## config.mk

```make
export PLATFORM = sky130hd
export DESIGN_NAME = ldpc_iter_ctrl
export DESIGN_NICKNAME = d
export VERILOG_FILES = /design/src/rtl/ldpc_pkg.sv /design/src/rtl/ldpc_frame_buf.sv /design/src/rtl/ldpc_iter_ctrl.sv
export SDC_FILE = /design/constraint.sdc
export NUM_CORES = 1
export LEC_CHECK = 0
export ABC_AREA = 1
export ABC_CLOCK_PERIOD_IN_PS = 2100
export CORE_AREA = 10 10 298 300
export CTS_CLUSTER_SIZE = 20
export DETAILED_ROUTE_END_ITERATION = 8
export DIE_AREA = 0 0 308 310
export DONT_BUFFER_PORTS = 1
export SYNTH_ARGS = -nofsm -noshare
export SYNTH_HDL_FRONTEND = slang
export SYNTH_SLANG_ARGS = --single-unit
```

## constraint.sdc

```tcl
create_clock -name clk -period 2.1 [get_ports clk]
set_clock_uncertainty 0.1 [all_clocks]
set_input_delay 0.105 -clock clk [delete_from_list [all_inputs] [get_ports clk]]
set_output_delay 0.105 -clock clk [all_outputs]
set_load 0.02 [all_outputs]
```

## src/rtl/ldpc_pkg.sv

```systemverilog
// ============================================================================
// Module   : ldpc_pkg
// Brief    : Shared types and widths for the LDPC iteration controller.
// Revision : 1.0 - initial release
// ============================================================================
`default_nettype none

package ldpc_pkg;

  localparam int DATA_W_DEF = 8;
  localparam int R_DEF      = 8;
  localparam int C_DEF      = 4;
  localparam int D_DEF      = 8;

  localparam int ITER_W = 8;
  localparam int LAT_W  = 4;

  localparam int NBITS = R_DEF * D_DEF;
  localparam int MTX_W = C_DEF * R_DEF * DATA_W_DEF;

  typedef enum logic [2:0] {
    IDLE = 3'd0,
    INIT = 3'd1,
    STEP = 3'd2,
    WAIT = 3'd3,
    HOLD = 3'd4
  } state_t;

endpackage

`default_nettype wire

```

## src/rtl/ldpc_frame_buf.sv

```systemverilog
// ============================================================================
// Module   : ldpc_frame_buf
// Brief    : Load-enabled capture of channel bits and shift matrix.
// Revision : 1.0 - initial release
// ============================================================================
`default_nettype none

module ldpc_frame_buf
  import ldpc_pkg::*;
#(
  parameter int NB = NBITS,
  parameter int MW = MTX_W
) (
  input  logic          clk,
  input  logic          rst,
  input  logic          load,
  input  logic [NB-1:0] in_sig,
  input  logic [MW-1:0] in_mtx,
  output logic [NB-1:0] l,
  output logic [MW-1:0] mtx
);

  always_ff @(posedge clk) begin
    if (rst) begin
      l   <= '0;
      mtx <= '0;
    end else if (load) begin
      l   <= in_sig;
      mtx <= in_mtx;
    end
  end

endmodule

`default_nettype wire

```

## src/rtl/ldpc_iter_ctrl.sv

```systemverilog
// ============================================================================
// Module   : ldpc_iter_ctrl
// Brief    : Frame capture and iteration sequencing for the layered LDPC
//            datapath; optional frame statistics under LDPC_STATS_EN.
// Revision : 1.0 - initial release
// ============================================================================
`default_nettype none

module ldpc_iter_ctrl
  import ldpc_pkg::*;
#(
  parameter int data_w   = DATA_W_DEF,
  parameter int R        = R_DEF,
  parameter int C        = C_DEF,
  parameter int D        = D_DEF,
  parameter int MAX_ITER = 32,
  parameter int ITER_LAT = 2
) (
  input  logic                  clk,
  input  logic                  rst,
  input  logic                  in_valid,
  output logic                  in_ready,
  input  logic [R*D-1:0]        in_sig,
  input  logic [C*R*data_w-1:0] in_mtx,
  output logic [R*D-1:0]        l,
  output logic [C*R*data_w-1:0] mtx,
  output logic                  dp_init,
  output logic                  dp_step,
  input  logic [R*D-1:0]        dec,
  input  logic                  check,
  output logic                  out_valid,
  input  logic                  out_ready,
  output logic [R*D-1:0]        res,
  output logic                  err,
  output logic [ITER_W-1:0]     iters
`ifdef LDPC_STATS_EN
  ,
  output logic [15:0]           frames_ok,
  output logic [15:0]           frames_err
`endif
);

  localparam int NB = R * D;
  localparam int MW = C * R * data_w;

  state_t             r_state;
  state_t             w_state_nxt;
  logic               w_accept;
  logic               w_done;
  logic [ITER_W-1:0]  r_iter;
  logic [LAT_W-1:0]   r_lat;
  logic [NB-1:0]      r_res;
  logic               r_err;
  logic [ITER_W-1:0]  r_iters;

  ldpc_frame_buf #(
    .NB (NB),
    .MW (MW)
  ) u_frame_buf (
    .clk    (clk),
    .rst    (rst),
    .load   (w_accept),
    .in_sig (in_sig),
    .in_mtx (in_mtx),
    .l      (l),
    .mtx    (mtx)
  );

  always_ff @(posedge clk) begin
    if (rst) r_state <= IDLE;
    else     r_state <= w_state_nxt;
  end

  // Outputs depend on state only, so pulses are clean single cycles.
  always_comb begin
    w_state_nxt = r_state;
    w_accept    = 1'b0;
    w_done      = 1'b0;
    in_ready    = 1'b0;
    dp_init     = 1'b0;
    dp_step     = 1'b0;
    out_valid   = 1'b0;
    case (r_state)
      IDLE: begin
        in_ready = 1'b1;
        if (in_valid) begin
          w_accept    = 1'b1;
          w_state_nxt = INIT;
        end
      end
      INIT: begin
        dp_init     = 1'b1;
        w_state_nxt = STEP;
      end
      STEP: begin
        dp_step     = 1'b1;
        w_state_nxt = WAIT;
      end
      WAIT: begin
        if (r_lat == '0) begin
          if (!check || (r_iter == ITER_W'(MAX_ITER))) begin
            w_done      = 1'b1;
            w_state_nxt = HOLD;
          end else begin
            w_state_nxt = STEP;
          end
        end
      end
      HOLD: begin
        out_valid = 1'b1;
        if (out_ready) w_state_nxt = IDLE;
      end
      default: w_state_nxt = IDLE;
    endcase
  end

  always_ff @(posedge clk) begin
    if (rst) begin
      r_iter  <= '0;
      r_lat   <= '0;
      r_res   <= '0;
      r_err   <= 1'b0;
      r_iters <= '0;
    end else begin
      if (w_accept) r_iter <= '0;
      if (r_state == STEP) begin
        r_iter <= r_iter + 1'b1;
        r_lat  <= LAT_W'(ITER_LAT - 1);
      end else if ((r_state == WAIT) && (r_lat != '0)) begin
        r_lat <= r_lat - 1'b1;
      end
      // check still high here can only mean the budget ran out
      if (w_done) begin
        r_res   <= dec;
        r_err   <= check;
        r_iters <= r_iter;
      end
    end
  end

  assign res   = r_res;
  assign err   = r_err;
  assign iters = r_iters;

`ifdef LDPC_STATS_EN
  logic [15:0] r_frames_ok;
  logic [15:0] r_frames_err;

  always_ff @(posedge clk) begin
    if (rst) begin
      r_frames_ok  <= '0;
      r_frames_err <= '0;
    end else if (w_done) begin
      if (check) begin
        if (r_frames_err != 16'hFFFF) r_frames_err <= r_frames_err + 1'b1;
      end else begin
        if (r_frames_ok != 16'hFFFF) r_frames_ok <= r_frames_ok + 1'b1;
      end
    end
  end

  assign frames_ok  = r_frames_ok;
  assign frames_err = r_frames_err;
`endif

endmodule

`default_nettype wire
```

# == Word-level counts from Yosys, hierarchy flattened ==
# Index checks and enable logic that the tools add are counted.
# totals
ramBits,0
wordCells,47
latchBits,0
mem_bits_ro,0
inputBits,389
memories,0
register_bits,408
# op_classes
reduce_logical,10
n_mux,18
n_bitwise,0
n_eq_ne,8
addsub,2
n_div,0
n_lt_le_gt_ge,0
n_mul,0
shifts,0
# ops
cell,n
$mux W8,2
$pmux W3 S5,1
$mux W3,4
$mux W1,11
$add A8 B1 Y8 const B,1
$eq A8 B6 Y1 const B,1
$eq A3 B2 Y1 const B,2
$ne A2 B2 Y1 const B,3
$logic_not A4 Y1,1
$reduce_bool A2 Y1,2
$reduce_bool A4 Y1,1
$sub A4 B1 Y4 const B,1
$eq A3 B1 Y1 const B,1
$eq A3 B3 Y1 const B,1
$logic_not A3 Y1,1
$reduce_and A3 Y1,1
$reduce_or A2 Y1,1
$logic_and A1 B1 Y1,1
$logic_not A1 Y1,1
$logic_or A1 B1 Y1,1

# == Depth between registers and ports, before layout ==
# Gate-level depths: netlist (run 1).
# depth
depth_word,5
ltp_mapped,9
mapped_depth_nobuf,9

# == Hierarchy ==
# From an unflattened synthesis (run 1), not the netlist that was laid out.
# unflattened
hier_cells,2767
hier_area_um2,17908.4
# by_module_without_submodules
module,cells_each,area_each_um2,n_inst,seq_area_each_um2
ldpc_frame_buf,2027,13362.8,1,6406.1
ldpc_iter_ctrl,740,4545.6,1,1761.7

# == Worst setup path after synthesis (run 1) ==
# OpenSTA, ideal clock, no wires.
# synth_timing
kind,flip-flop to flip-flop
startpoint,register r_iter[0]
endpoint,"register r_iters[1], in the netlist iters[1]"
period_less_slack_ns,1.574
arrival_ns,1.365
path_buffers,2
stages_incl_launch_ff,10
required_time_ns,1.890
path_slack_ns,0.526
cell_sequence,dfxtp_1 > inv_1 > ha_1 > nand3_1 > o21ai_1 > buf_2 > buf_2 > nand4_1 > nand2_1 > nor2_1
# synth_between
elab_chain_cells,5
# synth_lines
item,line_no,text
"start, declared",ldpc_iter_ctrl.sv:50,logic [ITER_W-1:0] r_iter;
"start signal, assigned",ldpc_iter_ctrl.sv:127,r_iter <= r_iter + 1'b1;
$eq A8 B6 Y1,ldpc_iter_ctrl.sv:101,if (!check || (r_iter == ITER_W'(MAX_ITER))) begin
$logic_or A1 B1 Y1,ldpc_iter_ctrl.sv:101,
$mux W1,ldpc_iter_ctrl.sv:101,
$mux W1,ldpc_iter_ctrl.sv:100,if (r_lat == '0) begin
$mux W1,ldpc_iter_ctrl.sv:83,case (r_state)
"end signal, assigned",ldpc_iter_ctrl.sv:136,r_iters <= r_iter;
"end, declared",ldpc_iter_ctrl.sv:54,logic [ITER_W-1:0] r_iters;
# Every way passes these cells.
# A chain may end at the register's enable or synchronous reset.

# == Worst setup path after layout (run 1) ==
# layout_timing
startpoint,register r_state[2]
endpoint,register u_frame_buf.mtx[166]
# layout_between
elab_chain_cells,2
# layout_lines
item,line_no,text
"start, declared",ldpc_iter_ctrl.sv:46,state_t r_state;
"start signal, assigned",ldpc_iter_ctrl.sv:71,else r_state <= w_state_nxt;
$logic_not A3 Y1,ldpc_iter_ctrl.sv:83,
$mux W1,ldpc_iter_ctrl.sv:83,
"end signal, assigned",ldpc_frame_buf.sv:29,mtx <= in_mtx;
"end, declared",ldpc_frame_buf.sv:20,output logic [MW-1:0] mtx
# Every way passes these cells.

==> results of run 1 <==
critical path, delay by kind of cell (launching register included):
kind | cells | cell delay [ns]
and+or+nand+nor | 4 | 0.59
DFF | 1 | 0.37
buffers and inverters | 2 | 0.57
AOI/OAI and AO/OA | 1 | 0.12
cells in the final DEF (no fill, tap or decap), drive strengths merged:
cell type / count
ha: 3
o22ai: 1
o21ai: 331
nor3: 2
inv: 236
a21oi: 10
xor2: 1
nand3: 8
nand2: 171
dlygate4sd3: 388
a31oi: 1
diode: 5
a211oi: 1
bufinv: 4
buf: 61
nor2: 731
clkinvlp: 5
clkbuf: 66
dfxtp: 408
nand3b: 1
nand4: 75
clkinv: 7
kinds of logic after synthesis:
| group | share of synthesized area [%] |
|---|---|
| AND/OR/NAND/NOR | 25.5 |
| flip-flops | 53.0 |
| buffers and inverters | 10.0 |
| AO/OA/AOI/OAI | 11.2 |
| adder cells (fa/ha/maj) | 0.243 |
| XOR/XNOR | 0.0568 |
through the flow:
step | worst slack, ns | hold WS [ns]
CTS | 0.161 | 0.0580
global route | -0.00446 | 0.0979
floorplan | 0.526 | 0.0741
finish | 0.136 | 0.107
detailed placement | 0.158 | 0.0837
global placement | 0.231 | 0.0782
area by class of cell:
cell class                 count  area share, %
sequential                   408           36.8
clock buffer                  66           5.87
timing repair buffer         449           20.4
tap                         1080           6.08
antenna                        5         0.0563
clock inverter                16          0.986
inverter                     236           4.06
multi-input combinational   1336           25.8
final timing paths:
kind | slack (ns) | cells after the start | start | end
max | 0.14 | 7 | r_state[2] | u_frame_buf.mtx[166]
min | 0.11 | 3 | in_mtx[152] | u_frame_buf.mtx[152]
max reg2reg | 0.14 | 7 | r_state[2] | u_frame_buf.mtx[166]
min reg2reg | 0.40 | 2 | r_iter[1] | r_iter[1]
metal layers:
metal  global-route usage, %  routed length (µm)  up-vias
met1                    13.8               24000     7050
li1                        -                   -     7304
met2                    22.8               33300      841
met4                    5.02                2540       14
met5                       0                  65        -
met3                    4.81                7200      146
state kept, by name (all words and copies together), names as in the netlist:
register	cells
u_frame_buf.l	64
r_iter	8
res	64
err	1
r_lat	4
iters	8
u_frame_buf.mtx	256
r_state	3
power groups by stage:
stage	clock network [W]	logic, W	registers, W
floorplan	0	0.00300	0.0120
global placement	0	0.00415	0.0128
detailed placement	0	0.00425	0.0128
CTS	0.00836	0.00490	0.0127
global route	0.00863	0.00555	0.0128
finish	0.00814	0.00496	0.0126
timing repair:
action,in CTS,in global routing
hold buffers,388,0
hold endpoints to repair,408,0
setup endpoints to repair,0,26
gates resized for setup,0,2
==> results.py, run 1 <==
metrics = {
    "status": {
        "status": "finished, final reports clean",
    },
    "cells_and_area": {
        "nFillCells": 8717,
        "utilization_pct": 26.8,
        "register_area_um2": 8170,
        "multiInputGateArea_um2": 5730,
        "drive_above_1_share_pct": 5.66,
        "final_cell_area_um2": 22200,
        "nets": 2868,
        "syn_to_final_growth_pct": 44.0,
        "final_cells": 3596,
    },
    "sta": {
        "drv_slew": 0,
        "slew_headroom_pct": 68.2,
        "hold_viol": 0,
        "setup_viol": 0,
        "fmaxAchievable_ghz": 0.509,
        "fin_crit_ns": 1.96,
        "worst_pin_slew_ns": 0.478,
        "rsz0062_at_grt": "true",
        "tns_ns": 0,
        "finalCritPeriodShare_pct": 93.5,
    },
    "clocking": {
        "cts_tree": "built",
        "clk_latency_ns": 0.56,
        "post_cts_buffers": 0,
        "numCtsBuffers": 45,
        "cts_buffer_depth": 3,
        "path_clk_slew_ns": 0.06,
        "root_buffer": "clkbuf_16",
        "cts_sinks": 408,
        "ctsHtreeMaxLevel": 2,
    },
    "place": {
        "dpl.cell_count": 3121,
        "hpwlAfterDp_mm": 48.0,
        "portBuffers": 0,
        "placed_area_um2": 16800,
        "place_congestion": 0.858,
    },
    "synthesis": {
        "ys_warn_count": 0,
        "synth_area_leaders": "dfxtp_1 53%, nor2_1 18%, o21ai_0 11%, inv_1 5.7%, nand2_1 4.1%",
        "synth_most_common_cell": "nor2_1",
        "synth_cell_types": 26,
        "syn_inst": 2125,
        "yosys.area.top_type_share_pct": 53.0,
        "ys_ff_latch": 408,
        "netlist_top_cells_count": "727 x nor2_1, 408 x dfxtp_1, 330 x o21ai_0",
        "synth-edff-count": 0,
        "ys_async_sr_fraction_pct": 0,
        "post_synth.cell_area_avg_um2": 7.26,
        "seq_area_frac_synth_pct": 53.0,
        "synth_top_area_cell": "dfxtp_1",
        "synth-main-ff-cell": "dfxtp_1",
        "syn-cell-area_um2": 15400,
        "syn_nets": 2517,
    },
    "critical_path": {
        "cpPeakStageDelay_ns": 0.37,
        "slowest_stage": "dfxtp_1",
        "path_cells": "nor2_2, nand2_2, nor2_4, buf_12, buf_4, o21ai_0, nor2_1",
        "worstSetupEndpointType": "register",
        "worst_setup_path_start_kind": "register",
        "arrival_ns": 2.38,
        "critPathKind": "register to register",
        "cp_max_fo": 85,
        "cp.required_ns": 2.52,
    },
    "grt": {
        "grt-ovfl-total": 0,
        "grt_max_degree": 86,
        "grt_pass1_vias": 15100,
        "antenna_found_initial": 12,
        "grt_pass1_wl_mm": 96.8,
        "grtUsageTotal_pct": 12.9,
    },
    "detailed_routing": {
        "ant_nets": 0,
        "viasPerCell": 4.27,
        "drc": 0,
        "first_pass_iters": 6,
        "wire_per_inst_um": 18.7,
        "dr_total_vias": 15400,
        "drt-initial-drc-count": 1392,
        "wl_mm": 67.2,
    },
    "pwr": {
        "peakVddDrop_v": 0.000806,
        "swShare_pct": 38.0,
        "combPwrFrac_pct": 19.3,
        "internal-power_w": 0.0160,
        "p_total_w": 0.0257,
        "seqPwrFrac_pct": 49.1,
        "p_per_area_nw_per_um2": 1160,
        "p_switching_w": 0.00978,
        "leakagePower_nw": 9.58,
        "pwr-share-clk_pct": 31.6,
    },
    "worst_hold_path": {
        "hold_class": "primary input to register",
    },
    "run": {
        "max_cap_violations": 0,
    },
    "die": {
        "std_cell_rows": 106,
        "dieArea_um2": 95500,
        "die_h_um": 310,
        "start_util_pct": 18.6,
        "die_w_um": 308,
        "num_io_pins": 786,
        "coreArea_um2": 82900,
    },
}
Note: power is estimated with default switching activity, not from simulation.
==> run 2: changes to the inputs <==
ABC_AREA = unset   (was 1)
SKIP_CTS_REPAIR_TIMING = 1   (was unset)
==> run 2 against run 1 <==
Net effect:
- the run now ends with negative hold slack, max-slew violations, negative setup slack left
- sequential share of layout area up 2.7 points
- total power down 25%
- first-iteration DRC count up 21%
- combinational power down 59%
- non-clock buffer count down 52
- design area down 6.9%
- clock power about the same
- synthesized cell count down 14%
- die area unchanged
- critical endpoint is now r_iter[2]
==> results.py, run 2 <==
metrics = {
    "sta": {
        "tns_ns": -0.167,
        "fmaxAchievable_ghz": 0.441,
        "drv_slew": 275,
        "worst_pin_slew_ns": 2.65,
        "setup_ws_ns": -0.167,
        "fin_crit_ns": 2.27,
        "rsz0062_at_grt": "true",
        "setup_viol": 1,
        "slew_headroom_pct": -76.9,
        "holdWs_ns": -0.437,
        "hold_viol": 81,
        "finalCritPeriodShare_pct": 108,
    },
    "cells_and_area": {
        "nFillCells": 8744,
        "top_register": "u_frame_buf.mtx",
        "syn_to_final_growth_pct": 42.5,
        "final_cells": 3233,
        "largest_reg_flops": 256,
        "final_common_cell": "nand2_1",
        "drive_above_1_share_pct": 6.81,
        "most-common-layout-cells": "644 x nand2_1, 407 x dfxtp_1, 396 x a21oi_1",
        "nets": 2501,
    },
    "synthesis": {
        "synth_top_area_cell": "dfxtp_1",
        "post_synth.cell_area_avg_um2": 7.98,
        "synth-edff-count": 0,
        "synth_most_common_cell": "nand2_1",
        "syn-cell-area_um2": 14500,
        "synth_cell_types": 38,
        "seq_area_frac_synth_pct": 56.3,
        "ys_warn_count": 0,
        "synth_area_leaders": "dfxtp_1 56%, nand2_1 17%, a21oi_1 14%, nand3_1 2.7%, o21ai_0 2.6%",
        "yosys.area.top_type_share_pct": 56.3,
        "syn_nets": 2210,
        "ys_ff_latch": 408,
        "synth-main-ff-cell": "dfxtp_1",
        "ys_async_sr_fraction_pct": 0,
        "syn_inst": 1818,
        "netlist_top_cells_count": "645 x nand2_1, 408 x dfxtp_1, 396 x a21oi_1",
    },
    "detailed_routing": {
        "dr_total_vias": 14000,
        "wl_mm": 60.1,
        "drt-initial-drc-count": 1691,
        "drc": 0,
        "ant_nets": 0,
        "wire_per_inst_um": 18.6,
        "first_pass_iters": 7,
        "viasPerCell": 4.34,
    },
    "place": {
        "portBuffers": 0,
        "place_ws_ns": 0.123,
        "hpwlAfterDp_mm": 42.1,
        "dpl.cell_count": 2806,
        "place_congestion": 0.891,
    },
    "critical_path": {
        "cp.required_ns": 2.49,
        "critical_path_buf_inv_count": 1,
        "cp_max_fo": 408,
        "path_cells": "a21oi_1, dlygate4sd3_1",
        "slowest_stage": "a21oi_1",
        "arrival_ns": 2.65,
        "worstSetupEndpointType": "register",
        "worst_setup_path_start_kind": "primary input",
        "cpPeakStageDelay_ns": 0.69,
        "critPathKind": "primary input to register",
        "path_delay_family": "compound AO/OA/AOI/OAI gates",
    },
    "pwr": {
        "p_per_area_nw_per_um2": 933,
        "peakVddDrop_v": 0.000626,
        "leakagePower_nw": 7.34,
        "p_total_w": 0.0193,
    },
    "run": {
        "max_cap_violations": 0,
    },
    "die": {
        "coreArea_um2": 82900,
        "start_util_pct": 17.5,
        "num_io_pins": 786,
        "std_cell_rows": 106,
        "dieArea_um2": 95500,
        "die_w_um": 308,
        "die_h_um": 310,
    },
    "clocking": {
        "path_clk_slew_ns": 0.06,
        "cts_tree": "built",
        "cts_sinks": 408,
        "cts_buffer_depth": 3,
        "numCtsBuffers": 44,
        "clk_latency_ns": 0.55,
        "ctsHtreeMaxLevel": 2,
        "root_buffer": "clkbuf_16",
    },
    "grt": {
        "grt_pass1_wl_mm": 77.5,
        "antenna_found_initial": 7,
        "grtUsageTotal_pct": 10.4,
        "grt-ovfl-total": 0,
        "grt_pass1_vias": 11700,
        "grt_max_degree": 409,
    },
    "worst_hold_path": {
        "hold_class": "primary input to register",
    },
    "status": {
        "violations": "negative hold slack, max-slew violations, negative setup slack",
        "status": "finished, violations left",
    },
}
## run 2: final timing paths
| kind | start | to | slack (ns) | cells after the start |
|---|---|---|---|---|
| max | rst | r_iter[2] | -0.17 | 2 |
| min | rst | res[37] | -0.44 | 1 |
| max reg2reg | r_state[2] | r_iter[2] | 0.02 | 5 |
| min reg2reg | r_lat[1] | r_lat[1] | 0.44 | 2 |
## run 2: kinds of logic after synthesis
| family | Yosys count | synth area share (%) |
|---|---|---|
| and+or+nand+nor | 758 | 20.8 |
| muxes | 1 | 0.0776 |
| xor gates and xnor gates | 3 | 0.181 |
| DFF | 408 | 56.3 |
| adders and majority gates | 3 | 0.259 |
| buffers and inverters | 160 | 5.40 |
| AOI/OAI and AO/OA | 485 | 17.0 |
## run 2: metrics by stage
| step | util (%) | area [µm²] |
|---|---|---|
| 6_report | 24.9 | 20700 |
| 5_1_grt | 24.9 | 20700 |
| 3_3_place_gp | 19.0 | 15700 |
| 3_5_place_dp | 19.0 | 15700 |
| 4_1_cts | 20.8 | 17300 |
| 2_1_floorplan | - | 14500 |
## run 2: routing by layer
layer	global-route usage (%)	routed length, µm
met3	4.80	7060
met4	3.36	1800
met2	17.8	30000
met1	11.3	21200
met5	0	7
## run 2: area by class of cell
cell class / count / area [µm²] / share of cell area [%]
multi-input cells: 1250 / 5580 / 27.0
clock buffers: 65 / 1330 / 6.44
flip-flops and latches: 408 / 8170 / 39.5
diodes: 10 / 25.0 / 0.121
inverters: 8 / 33.8 / 0.163
repair buffers: 397 / 3990 / 19.3
clock inverters: 15 / 193 / 0.932
well taps: 1080 / 1350 / 6.54
## run 2: where the power goes
part / switching [W] / total, W / internal (W)
registers: 0.000943 / 0.00915 / 0.00820
clock network: 0.00324 / 0.00812 / 0.00489
logic: 0.00108 / 0.00202 / 0.000934
total: 0.00526 / 0.0193 / 0.0140
==> run 3: changes to the inputs <==
ABC_CLOCK_PERIOD_IN_PS = 2800   (was 2100)
clock period = 2.8 ns   (was 2.1 ns; I/O delays follow)
==> run 3 against run 2 <==
Net effect:
- the flow now stops in 5_1_grt
- synthesized cell count did not move
- synthesized area stayed put
==> results.py, run 3 <==
metrics = {
    "synthesis": {
        "seq_area_frac_synth_pct": 56.3,
        "syn_nets": 2210,
        "netlist_top_cells_count": "645 x nand2_1, 408 x dfxtp_1, 396 x a21oi_1",
        "synth_top_area_cell": "dfxtp_1",
        "post_synth.cell_area_avg_um2": 7.98,
        "ys_async_sr_fraction_pct": 0,
        "synth-main-ff-cell": "dfxtp_1",
        "syn-cell-area_um2": 14500,
        "ys_ff_latch": 408,
        "synth_most_common_cell": "nand2_1",
        "synth-edff-count": 0,
        "yosys.area.top_type_share_pct": 56.3,
        "synth_area_leaders": "dfxtp_1 56%, nand2_1 17%, a21oi_1 14%, nand3_1 2.7%, o21ai_0 2.6%",
        "synth_cell_types": 38,
        "ys_warn_count": 0,
        "syn_inst": 1818,
    },
    "clocking": {
        "cts_buffer_depth": 3,
        "numCtsBuffers": 45,
        "root_buffer": "clkbuf_16",
        "ctsHtreeMaxLevel": 2,
        "cts_sinks": 408,
    },
    "place": {
        "place_congestion": 0.835,
        "place_ws_ns": 0.673,
        "portBuffers": 0,
        "dpl.cell_count": 2785,
        "hpwlAfterDp_mm": 42.2,
    },
    "grt": {
        "grt_max_degree": 409,
    },
    "die": {
        "die_h_um": 310,
        "die_w_um": 308,
        "num_io_pins": 786,
        "std_cell_rows": 106,
        "start_util_pct": 17.5,
    },
    "status": {
        "firstError": "[ERROR RSZ-0060] Max buffer count reached.",
        "status": "aborted with a tool error",
        "haltStage": "5_1_grt",
    },
}
-- run 3: stage by stage --
stage | utilization, % | hold slack, ns | area [µm²]
floorplan | - | 0.176 | 14500
detailed placement | 18.7 | 0.152 | 15500
global placement | 18.7 | 0.148 | 15500
CTS | 20.5 | -0.481 | 17000
-- run 3: cell families after synthesis --
group | synth area share, %
buffers and inverters | 5.40
AND/OR/NAND/NOR | 20.8
XOR/XNOR | 0.181
AO/OA/AOI/OAI | 17.0
multiplexers | 0.0776
flip-flops | 56.3
adder cells (fa/ha/maj) | 0.259
==> run 4: changes to the inputs <==
CORE_AREA = 10 10 299 301   (was 10 10 298 300)
CTS_CLUSTER_SIZE = unset   (was 20)
DIE_AREA = 0 0 309 311   (was 0 0 308 310)
PLACE_DENSITY_LB_ADDON = 0.15   (was unset)
==> run 4 against run 3 <==
Net effect:
- the run again fails in 5_1_grt
- synthesized area is the same
- synthesized cell count is the same
==> results.py, run 4 <==
metrics = {
    "synthesis": {
        "netlist_top_cells_count": "645 x nand2_1, 408 x dfxtp_1, 396 x a21oi_1",
        "synth-edff-count": 0,
        "syn_nets": 2210,
        "synth_most_common_cell": "nand2_1",
        "synth-main-ff-cell": "dfxtp_1",
        "ys_warn_count": 0,
        "syn_inst": 1818,
        "post_synth.cell_area_avg_um2": 7.98,
        "seq_area_frac_synth_pct": 56.3,
        "ys_ff_latch": 408,
        "synth_top_area_cell": "dfxtp_1",
        "synth_area_leaders": "dfxtp_1 56%, nand2_1 17%, a21oi_1 14%, nand3_1 2.7%, o21ai_0 2.6%",
        "ys_async_sr_fraction_pct": 0,
        "syn-cell-area_um2": 14500,
        "yosys.area.top_type_share_pct": 56.3,
        "synth_cell_types": 38,
    },
    "status": {
        "firstError": "[ERROR RSZ-0060] Max buffer count reached.",
        "status": "aborted with a tool error",
        "haltStage": "5_1_grt",
    },
    "clocking": {
        "numCtsBuffers": 49,
        "root_buffer": "clkbuf_16",
        "cts_sinks": 408,
        "ctsHtreeMaxLevel": 2,
        "cts_buffer_depth": 3,
    },
    "place": {
        "portBuffers": 0,
        "hpwlAfterDp_mm": 47.5,
        "place_ws_ns": 0.534,
        "dpl.cell_count": 2774,
        "place_congestion": 0.853,
    },
    "die": {
        "die_w_um": 309,
        "num_io_pins": 786,
        "start_util_pct": 17.4,
        "std_cell_rows": 106,
        "die_h_um": 311,
    },
    "grt": {
        "grt_max_degree": 409,
    },
}
## run 4: cell counts after synthesis
No cell type changed its count.
## run 4: metrics by stage
stage                     utilization, %  hold slack (ns)  instance area, µm²
after detailed placement            18.6            0.163               15500
after CTS                           20.4           -0.479               17000
after global placement              18.6            0.158               15500
after floorplan                        -            0.176               14500
## run 4: cells by family after synthesis
group,count (synthesis),synth area share [%]
buffers and inverters,160,5.40
muxes,1,0.0776
DFF,408,56.3
adders and majority gates,3,0.259
AOI/OAI and AO/OA,485,17.0
xor gates and xnor gates,3,0.181
and+or+nand+nor,758,20.8
